File: src/rtl/delay_line_meter.sv
// delay_line_meter: round-trip timing of a LUT delay chain in clk cycles.
//
// Drives the chain input with 2-phase transitions on trig_out and waits for the
// chain output (echo_in) to match it. Accumulates 2**LOG2_ITER rounds. Reports
// the sum, the truncated average, and a sticky timeout flag.
//
// Ports
//   clk      in   system clock
//   rst      in   synchronous, active-high reset
//   start    in   single-cycle request; only honoured while idle
//   echo_in  in   chain output, asynchronous to clk
//   trig_out out  chain input; toggles once per round
//   busy     out  measurement in progress (ARM/LAUNCH/WAIT)
//   done     out  one-cycle pulse at the end of a measurement
//   timeout  out  a round hit TIMEOUT; held until the next accepted start
//   sum      out  accumulated round counts; valid with done
//   avg      out  sum >> LOG2_ITER
//   rmin     out  smallest completed round value (DELAY_METER_MINMAX_EN only)
//   rmax     out  largest completed round value  (DELAY_METER_MINMAX_EN only)
//
// Optional build macro: DELAY_METER_MINMAX_EN adds the rmin/rmax outputs.
module delay_line_meter #(
   parameter int unsigned CNT_W       = 16,
   parameter int unsigned LOG2_ITER   = 2,
   parameter int unsigned TIMEOUT     = 1023,
   parameter int unsigned SYNC_STAGES = 2
) (
   input  logic                       clk,
   input  logic                       rst,
   input  logic                       start,
   input  logic                       echo_in,
   output logic                       trig_out,
   output logic                       busy,
   output logic                       done,
   output logic                       timeout,
   output logic [CNT_W+LOG2_ITER-1:0] sum,
   output logic [CNT_W-1:0]           avg
`ifdef DELAY_METER_MINMAX_EN
   ,
   output logic [CNT_W-1:0]           rmin,
   output logic [CNT_W-1:0]           rmax
`endif
);

   localparam int unsigned SumW = CNT_W + LOG2_ITER;
   localparam logic [CNT_W-1:0] TimeoutVal = CNT_W'(TIMEOUT);

   typedef enum logic [2:0] {
      StIdle,
      StArm,
      StLaunch,
      StWait,
      StFin
   } state_e;

   state_e                 state_q, state_d;
   logic [SYNC_STAGES-1:0] sync_q;
   logic                   trig_q, trig_d;
   logic [CNT_W-1:0]       cnt_q, cnt_d;
   logic [LOG2_ITER-1:0]   iter_q, iter_d;
   logic                   timeout_q, timeout_d;
   logic [SumW-1:0]        sum_q, sum_d;
`ifdef DELAY_METER_MINMAX_EN
   logic [CNT_W-1:0]       rmin_q, rmin_d;
   logic [CNT_W-1:0]       rmax_q, rmax_d;
`endif

   logic             settled;
   logic             cnt_at_limit;
   logic [CNT_W-1:0] cnt_inc;

   // The chain has finished propagating once the synchronised echo matches the
   // level we last launched.
   assign settled      = (sync_q[SYNC_STAGES-1] == trig_q);
   assign cnt_at_limit = (cnt_q == TimeoutVal);
   assign cnt_inc      = cnt_at_limit ? cnt_q : cnt_q + 1'b1;

   always_comb begin
      state_d   = state_q;
      trig_d    = trig_q;
      cnt_d     = cnt_q;
      iter_d    = iter_q;
      timeout_d = timeout_q;
      sum_d     = sum_q;
`ifdef DELAY_METER_MINMAX_EN
      rmin_d    = rmin_q;
      rmax_d    = rmax_q;
`endif
      unique case (state_q)
         StIdle: begin
            if (start) begin
               state_d   = StArm;
               cnt_d     = '0;
               iter_d    = '0;
               timeout_d = 1'b0;
               sum_d     = '0;
`ifdef DELAY_METER_MINMAX_EN
               rmin_d    = '1;
               rmax_d    = '0;
`endif
            end
         end
         // Let any earlier activity on the chain die out before launching.
         StArm: begin
            if (settled) begin
               state_d = StLaunch;
            end else if (cnt_at_limit) begin
               timeout_d = 1'b1;
               state_d   = StFin;
            end else begin
               cnt_d = cnt_inc;
            end
         end
         StLaunch: begin
            trig_d  = ~trig_q;
            cnt_d   = '0;
            state_d = StWait;
         end
         // Echo is checked before the limit so a round ending exactly at
         // TIMEOUT still counts as completed.
         StWait: begin
            if (settled) begin
               sum_d = sum_q + SumW'(cnt_q);
`ifdef DELAY_METER_MINMAX_EN
               if (cnt_q < rmin_q) rmin_d = cnt_q;
               if (cnt_q > rmax_q) rmax_d = cnt_q;
`endif
               if (&iter_q) begin
                  state_d = StFin;
               end else begin
                  iter_d  = iter_q + 1'b1;
                  state_d = StLaunch;
               end
            end else if (cnt_at_limit) begin
               timeout_d = 1'b1;
               state_d   = StFin;
            end else begin
               cnt_d = cnt_inc;
            end
         end
         StFin: begin
            state_d = StIdle;
         end
         default: begin
            state_d = StIdle;
         end
      endcase
   end

   always_ff @(posedge clk) begin
      if (rst) begin
         state_q   <= StIdle;
         sync_q    <= '0;
         trig_q    <= 1'b0;
         cnt_q     <= '0;
         iter_q    <= '0;
         timeout_q <= 1'b0;
         sum_q     <= '0;
`ifdef DELAY_METER_MINMAX_EN
         rmin_q    <= '1;
         rmax_q    <= '0;
`endif
      end else begin
         state_q   <= state_d;
         sync_q    <= {sync_q[SYNC_STAGES-2:0], echo_in};
         trig_q    <= trig_d;
         cnt_q     <= cnt_d;
         iter_q    <= iter_d;
         timeout_q <= timeout_d;
         sum_q     <= sum_d;
`ifdef DELAY_METER_MINMAX_EN
         rmin_q    <= rmin_d;
         rmax_q    <= rmax_d;
`endif
      end
   end

   assign trig_out = trig_q;
   assign busy     = (state_q == StArm) || (state_q == StLaunch) || (state_q == StWait);
   assign done     = (state_q == StFin);
   assign timeout  = timeout_q;
   assign sum      = sum_q;
   assign avg      = sum_q[SumW-1:LOG2_ITER];
`ifdef DELAY_METER_MINMAX_EN
   assign rmin     = rmin_q;
   assign rmax     = rmax_q;
`endif

endmodule
File: config.mk
export PLATFORM = sky130hd
export DESIGN_NAME = delay_line_meter
export DESIGN_NICKNAME = d
export VERILOG_FILES = /design/src/rtl/delay_line_meter.sv
export SDC_FILE = /design/constraint.sdc
export NUM_CORES = 1
export LEC_CHECK = 0
export BUFFER_PORTS_ARGS = -buffer_cell sky130_fd_sc_hd__clkbuf_2
export CAP_MARGIN = 20
export CELL_PAD_IN_SITES_DETAIL_PLACEMENT = 0
export CELL_PAD_IN_SITES_GLOBAL_PLACEMENT = 1
export CORE_ASPECT_RATIO = 1.5
export CORE_UTILIZATION = 35
export CTS_CLUSTER_DIAMETER = 50
export DETAILED_ROUTE_END_ITERATION = 10
export GPL_TIMING_DRIVEN = 1
export MAX_ROUTING_LAYER = met4
export PLACE_DENSITY = 0.82
export SETUP_SLACK_MARGIN = 0.15
export SLEW_MARGIN = 40
export SYNTH_ARGS = -nofsm -noshare
export SYNTH_HDL_FRONTEND = slang
export SYNTH_SLANG_ARGS = --single-unit
File: constraint.sdc
create_clock -name clk -period 2.2 [get_ports clk]
set_clock_uncertainty 0.2 [all_clocks]
set_input_delay 0.11 -clock clk [delete_from_list [all_inputs] [get_ports clk]]
set_output_delay 0.11 -clock clk [all_outputs]
set_load 0.1 [all_outputs]
== After elaboration in Yosys (flattened, before gate mapping) ==
Index checks and enable logic that the tools add are counted.

* Bits in registers: 43
* Input port bits: 4
* Output and inout port bits: 38
* Word-level logic and storage cells: 56

* Add/sub/neg operators: 3
* Equal/unequal tests: 12
* Multiplexer cells: 21
* Bitwise operators: 1
* Reduce and logical (&&, ||, !) cells: 12

{| class="wikitable"
|+ Operator list
! cell !! count
|-
| $mux W16 || 3
|-
| $pmux W16 S3 || 1
|-
| $mux W18 || 2
|-
| $pmux W18 S2 || 1
|-
| $add A18 B16 Y18 || 1
|-
| $add A16 B1 Y16 const B || 1
|-
| $eq A16 B10 Y1 const B || 1
|-
| $mux W3 || 5
|-
| $pmux W3 S4 || 1
|-
| $reduce_and A4 Y1 || 3
|-
| $ne A2 B2 Y1 const B || 5
|-
| $eq A3 B2 Y1 const B || 2
|-
| $mux W2 || 3
|-
| $pmux W2 S2 || 1
|-
| $reduce_bool A2 Y1 || 2
|-
| $eq A3 B1 Y1 const B || 1
|-
| $eq A3 B3 Y1 const B || 1
|-
| $logic_not A3 Y1 || 1
|-
| $mux W1 || 3
|-
| $reduce_and A3 Y1 || 1
|-
| $reduce_bool A3 Y1 || 1
|-
| $add A2 B1 Y2 const B || 1
|-
| $logic_or A1 B1 Y1 || 2
|-
| $ne A2 B1 Y1 const B || 1
|-
| other kinds (5) || 5
|}

== Logic depth before layout (Yosys ltp) ==
Gate-level depths: netlist of run 1.

* Word-level depth: 4
* Mapped depth: 9
* Depth with buffers taken out: 9

== Least setup slack after synthesis of run 1 ==
Ideal clock, no wire load.

* Path kind: flip-flop to flip-flop
* Start point: register sum_q[0] (netlist: sum[0])
* End point: register sum_q[14] (netlist: sum[14])
* Setup time: 0.087 ns
* Arrival time: 2.762 ns
* Slack: -0.849 ns
* Cell stages (with the launch flop): 10
* Buffers on the path: 0
* Path through: dfxtp_1 > ha_1 > inv_1 > fa_1 > nand2b_1 > a21o_1 > a31o_2 > a311oi_1 > nor3_1 > o31ai_1

* Word-level cells in the longest chain between the ends: 3

{| class="wikitable"
|+ Ends and longest elaborated chain
! what !! line !! RTL
|-
| from (decl) || 62 || <nowiki>logic [SumW-1:0] sum_q, sum_d;</nowiki>
|-
| from (signal assigned) || 170 || <nowiki>sum_q <= sum_d;</nowiki>
|-
| $add A18 B16 Y18 || 123 || <nowiki>sum_d = sum_q + SumW'(cnt_q);</nowiki>
|-
| $mux W18 || 122 || <nowiki>if (settled) begin</nowiki>
|-
| $pmux W18 S2 || 89 || <nowiki>unique case (state_q)</nowiki>
|}

No other way between the ends. The select of a mux whose other input is x is not followed.
A chain may end at the register's enable or synchronous reset.

== Worst setup path after layout of run 1 ==
* Start point: register sum_q[1] (netlist: sum[1])
* End point: register sum_q[14] (netlist: sum[14])

Same word-level chain as after synthesis.

==> flow_summary.yaml, run 1 <==
critical_path:
  cpLargestDelayFamily: "compound AO/OA/AOI/OAI gates"
  cp_data_arrival_time_ps: 2220
  crit_path_top_delay_cell: "sky130_fd_sc_hd__fa_2"
  endpoint_kind: "flip-flop"
  timing.setup.critical_path_class: "reg2reg"
  required_ps: 2170
  critical_path.max_stage_delay_ps: 380
  cp-start-kind: "flip-flop"
  crit_path_cell_trace: "buf_6, inv_2, fa_2, nand2b_4, a21o_1, a31o_4, a311oi_4, o21a_1, o31ai_1"
  worstPathBufferInverterCount: 2
  worst-path-max-fanout: 4
  setup.reg_to_reg.worst_slack_ps: -50
final_layout:
  post_route_cells_drive_above_1_share_pct: 40.5
  multi_input_comb_area_um2: 1980
  finish.cell_count_without_fillers: 504
  inserted_diodes: 0
  filler_instances: 711
  mostFrequentLayoutCells: "43 x sky130_fd_sc_hd__nor2_1, 43 x sky130_fd_sc_hd__buf_4, 41 x sky130_fd_sc_hd__clkbuf_2, 21 x sky130_fd_sc_hd__dfxtp_1, 20 x sky130_fd_sc_hd__xor2_1"
  fin_util_pct: 50.2
  regArea_um2: 933
  numnets_final: 424
  area_growth_syn_to_layout_pct: 39.2
  layout.cell_area.non_filler_um2: 3790
floorplan:
  design.die.area_um2: 8150
  floorplan.core_area_um2: 7560
  initial_utilization_pct: 36.0
  die_width_um: 74.1
  pin_count: 42
  vertical_die_dimension_um: 110
  row_count: 39
timing:
  tightest_slew_ps: 577
  timing.final.crit_share_pct: 102
  setup_viol_count_final: 2
  postLayoutSetupSlackWorst_ps: -51.9
  achievable-frequency_mhz: 444
  final_hold_vios: 0
  maxSlewHeadroom_pct: 61.6
  unrepaired_setup_endpoints_after_global_routing: "true"
  min_period_ps: 2250
  maxSlewViolCount: 0
routing:
  ant_nets: 0
  first_iter_violations: 121
  post_route_drc_violation_count: 0
  routed_via_density: 5.20
  avgRoutedWirePerCell_um: 14.7
  dr.pass1.iters: 4
  vias: 2621
  totalWireLength_um: 7390
clock_network:
  cts.path.max_buffers: 2
  clock-root-buffer: "sky130_fd_sc_hd__clkbuf_16"
  cts.clk_slew.worst_paths_ps: 60
  htree_num_levels: 2
  tritoncts: "done"
  number_of_clock_buffers_inserted_by_tritoncts: 5
  clkLatencyLatePin_ps: 290
  numClockSinks: 43
synthesis:
  synth.cell_area_um2: 2730
  syn_nets: 353
  ys_dominant_reg_cell: "sky130_fd_sc_hd__dfxtp_1"
  postSynthAreaPerCell_um2: 8.26
  synthesis.yosys.warnings: 0
  synth.yosys.seq_area_share_pct: 31.6
  synth-async-reset-ratio_pct: 0
  area_share_of_the_largest_cell_type_after_synthesis_pct: 31.6
  netlist.top_cell.by_area: "sky130_fd_sc_hd__dfxtp_1"
  number_of_enable_flip_flop_cells_after_synthesis: 0
  synthCells: 330
  synth_cell_types: 53
  postSynthRegisterBits: 43
  synth_top_cells_by_area: "sky130_fd_sc_hd__dfxtp_1 32%, sky130_fd_sc_hd__ha_1 8.3%, sky130_fd_sc_hd__xor2_1 6.4%"
place:
  routabilityCongestion: 0.895
  portBuffers: 41
  place.detailed.hpwl_um: 5240
  postPlaceCellArea_um2: 3310
  placed_cells: 483
outcome:
  status: "complete, but fails checks"
  violations: "negative setup slack"
min_path:
  worst_hold_path_type: "in2reg"
power_and_ir_drop:
  vdd.ir_drop.worst_mv: 0.231
  p_per_area_nw_per_um2: 476
  leakagePower_nw: 1.62
global_routing:
  grt_remaining_overflow: 0
  grt_start_max_net_pins: 21
  number_of_antenna_violations_at_the_first_check_in_global_routing: 0
  wire_length_of_the_first_global_routing_pass_um: 11500
  number_of_global_route_vias_before_repair: 2523
  global_route_usage_over_all_layers_pct: 19.2
flow_run:
  max-cap-violations: 0
-- kinds of logic (layout without fill, tap and decap cells) --
logic type	Yosys count	in the layout	synth area share (%)
AND/OR/NAND/NOR	131	131	25.0
adder cells (fa/ha/maj)	19	19	9.00
flip-flops	43	43	31.6
XOR/XNOR	29	29	9.32
multiplexers	1	1	0.367
AO/OA/AOI/OAI	73	74	17.4
buffers and inverters	34	105	7.30
-- final cells by class --
cell class | instances | area share, %
clock inverters | 1 | 0.132
multi-input cells | 254 | 52.3
repair buffers | 89 | 15.4
clock buffers | 7 | 3.49
flip-flops and latches | 43 | 24.6
inverters | 8 | 0.791
well taps | 102 | 3.36
-- cell usage after synthesis, types with 2 or more instances --
| cell | n |
|---|---|
| sky130_fd_sc_hd__nor2_1 | 44 |
| sky130_fd_sc_hd__dfxtp_1 | 43 |
| sky130_fd_sc_hd__a21oi_1 | 20 |
| sky130_fd_sc_hd__nand2_1 | 20 |
| sky130_fd_sc_hd__xor2_1 | 20 |
| sky130_fd_sc_hd__ha_1 | 18 |
| sky130_fd_sc_hd__buf_4 | 16 |
| sky130_fd_sc_hd__o21ai_0 | 13 |
| sky130_fd_sc_hd__nand4_1 | 11 |
| sky130_fd_sc_hd__and3_1 | 10 |
| sky130_fd_sc_hd__nor3_1 | 10 |
| sky130_fd_sc_hd__xnor2_1 | 9 |
| sky130_fd_sc_hd__inv_1 | 8 |
| sky130_fd_sc_hd__nand2b_1 | 8 |
| sky130_fd_sc_hd__a22oi_1 | 6 |
| sky130_fd_sc_hd__clkbuf_1 | 6 |
| sky130_fd_sc_hd__nand3_1 | 6 |
| sky130_fd_sc_hd__a21o_1 | 5 |
| sky130_fd_sc_hd__and2_1 | 5 |
| sky130_fd_sc_hd__o211ai_1 | 4 |
| sky130_fd_sc_hd__a31oi_1 | 3 |
| sky130_fd_sc_hd__buf_2 | 3 |
| sky130_fd_sc_hd__nor2b_1 | 3 |
| sky130_fd_sc_hd__o21a_1 | 3 |
| sky130_fd_sc_hd__or2_2 | 3 |
| sky130_fd_sc_hd__a211oi_1 | 2 |
| sky130_fd_sc_hd__a32oi_1 | 2 |
| sky130_fd_sc_hd__and4_1 | 2 |
| sky130_fd_sc_hd__o21bai_1 | 2 |
| sky130_fd_sc_hd__o22ai_1 | 2 |
-- timing repair --
item,CTS,global route
gates resized for setup,25,24
cloned,1,0
hold endpoints to repair,1,0
hold buffers,1,0
setup buffers,6,5
setup endpoints to repair,23,25
pin swaps,16,36
-- per-layer routing --
| metal | vias to the layer above | wire [um] | global-route usage, % |
|---|---|---|---|
| met2 | 46 | 4110 | 35.7 |
| met3 | 13 | 189 | 3.18 |
| met4 | 0 | 192 | 8.38 |
| met5 | - | 0 | - |
| met1 | 1259 | 2900 | 19.3 |
| li1 | 1303 | - | - |
-- sequential cells by signal, summed over array words and instances (netlist names) --
name	count
sum	18
cnt_q	16
state_q	3
iter_q	2
sync_q	2
timeout	1
trig_out	1
-- report_power, final --
group / switching (mW) / total, mW / internal [mW]
registers: 0.0125 / 0.785 / 0.772
clock network: 0.311 / 0.731 / 0.420
logic: 0.195 / 0.290 / 0.0949
total: 0.518 / 1.81 / 1.29
-- metrics by stage --
step / setup slack (ps) / setup TNS, ps / hold slack (ps) / power [mW]
2_1_floorplan: -207 / -381 / 38.2 / 0.989
3_3_place_gp: -76.5 / -185 / 133 / 1.05
3_5_place_dp: -138 / -337 / 127 / 1.06
4_1_cts: -50.4 / -53.9 / 101 / 1.81
5_1_grt: -123 / -510 / 125 / 1.88
6_report: -51.9 / -55.3 / 91.1 / 1.81
-- path summary, 6_finish.rpt --
kind / startpoint / to / cells after the start
max reg2reg: sum[1] / sum[14] / 9
min: rst / sum[4] / 2
min reg2reg: sync_q[0] / sync_q[1] / 1
max: sum[1] / sum[14] / 9
(Power assumes the default switching activity.)
==> run 2: changes to the inputs <==
Settings changed: CORE_UTILIZATION 35 to 30, PLACE_DENSITY 0.82 to 0.73.
==> flow_summary.yaml, run 2 (synthesis results as in run 1) <==
routing:
  totalWireLength_um: 7190
  avgRoutedWirePerCell_um: 14.0
  post_route_drc_violation_count: 0
  vias: 2591
  dr.pass1.iters: 4
  ant_nets: 0
  routed_via_density: 5.04
  first_iter_violations: 87
timing:
  min_period_ps: 2270
  maxSlewViolCount: 0
  setup-tns-final_ps: -142
  timing.final.crit_share_pct: 103
  final_hold_vios: 0
  achievable-frequency_mhz: 441
  tightest_slew_ps: 583
  maxSlewHeadroom_pct: 61.1
  postLayoutSetupSlackWorst_ps: -65.4
  worst_hold_margin_ps: 95.8
  setup_viol_count_final: 4
  unrepaired_setup_endpoints_after_global_routing: "true"
power_and_ir_drop:
  post-layout-total-power_mw: 1.90
  vdd.ir_drop.worst_mv: 0.258
  p_per_area_nw_per_um2: 507
  leakagePower_nw: 1.64
final_layout:
  numnets_final: 426
  layout_commonest_cell: "sky130_fd_sc_hd__buf_4"
  fin_util_pct: 42.4
  layout.cell_area.non_filler_um2: 3740
  flip_flop_count_of_the_largest_register_after_layout: 18
  mostFrequentLayoutCells: "45 x sky130_fd_sc_hd__buf_4, 43 x sky130_fd_sc_hd__nor2_1, 41 x sky130_fd_sc_hd__clkbuf_2, 22 x sky130_fd_sc_hd__dfxtp_1, 20 x sky130_fd_sc_hd__xor2_1"
  inserted_diodes: 0
  area_growth_syn_to_layout_pct: 37.2
  post_route_cells_drive_above_1_share_pct: 38.6
critical_path:
  crit_path_top_delay_cell: "sky130_fd_sc_hd__fa_2"
  timing.setup.critical_path_class: "reg2reg"
  crit_path_cell_trace: "buf_6, inv_2, fa_2, nand2b_4, a21o_1, a31o_4, a311oi_2, nor3_1, o31ai_1"
  critical_path.max_stage_delay_ps: 390
  timing.rr.start: "sum[1]"
  required_ps: 2200
  endpoint_kind: "flip-flop"
  worstSetupStartpoint: "sum[1]"
  worst-path-max-fanout: 4
  cp_data_arrival_time_ps: 2260
  cp-start-kind: "flip-flop"
outcome:
  status: "complete, but fails checks"
  violations: "negative setup slack"
floorplan:
  row_count: 42
  initial_utilization_pct: 30.9
  design.die.area_um2: 9480
  floorplan.core_area_um2: 8830
  die_width_um: 79.8
  vertical_die_dimension_um: 119
  pin_count: 42
global_routing:
  grt_remaining_overflow: 0
  global_route_usage_over_all_layers_pct: 16.4
  number_of_antenna_violations_at_the_first_check_in_global_routing: 0
  number_of_global_route_vias_before_repair: 2434
  wire_length_of_the_first_global_routing_pass_um: 11500
  grt_start_max_net_pins: 21
clock_network:
  number_of_clock_buffers_inserted_by_tritoncts: 5
  numClockSinks: 43
  htree_num_levels: 2
  clock-root-buffer: "sky130_fd_sc_hd__clkbuf_16"
  tritoncts: "done"
  cts.path.max_buffers: 2
  cts.clk_slew.worst_paths_ps: 60
  clkLatencyLatePin_ps: 290
place:
  postPlaceCellArea_um2: 3350
  place.detailed.hpwl_um: 5410
  portBuffers: 41
  routabilityCongestion: 0.848
min_path:
  holdCritStartpoint: "rst"
  worst_hold_path_type: "in2reg"
flow_run:
  max-cap-violations: 0
[run 2: timing repair]
action / CTS / global route
setup buffers: 5 / 4
gates resized for setup: 14 / 17
pin swaps: 11 / 17
endpoints found under the hold margin: 1 / 0
gates cloned: 1 / 0
hold buffers: 1 / 0
setup endpoints to repair: 21 / 27
[run 2: metrics by stage]
| step | setup slack (ps) | instances |
|---|---|---|
| floorplan | -207 | 330 |
| global placement | -73.9 | 495 |
| detailed placement | -135 | 495 |
| CTS | -67.5 | 510 |
| global route | -153 | 514 |
| finish | -65.4 | 514 |
[run 2: power by group]
part | switching [mW] | internal (mW)
logic | 0.193 | 0.0896
registers | 0.0130 | 0.775
clock network | 0.336 | 0.490
total | 0.543 | 1.35
[run 2: final cells by class]
type | instances | area, um^2
fillers | 891 | 5090
clock inverters | 2 | 13.8
flip-flops and latches | 43 | 925
inverters | 8 | 30.0
repair buffers | 91 | 607
multi-input cells | 254 | 1880
well taps | 110 | 138
clock buffers | 6 | 150
[run 2: routing by layer]
metal	vias to the layer above	GRT usage [%]	part of all wire [%]
li1	1313	-	-
met1	1219	15.9	39
met2	45	30.3	55
met3	14	2.16	2.1
met4	0	8.93	3.6
met5	-	-	0
[run 2: critical path, delay by kind of cell (launching register included)]
family	cells	cell delay [ps]
AOI/OAI and AO/OA	4	880
adders and majority gates	1	390
buffers and inverters	2	120
DFF	1	350
and+or+nand+nor	2	230
[run 2: final timing paths]
| path | endpoint | slack, ps | depth (start not counted) |
|---|---|---|---|
| setup reg to reg | sum[14] | -70 | 9 |
| setup / recovery | sum[14] | -70 | 9 |
| hold reg to reg | sync_q[1] | 240 | 1 |
| hold / removal | trig_out | 100 | 2 |
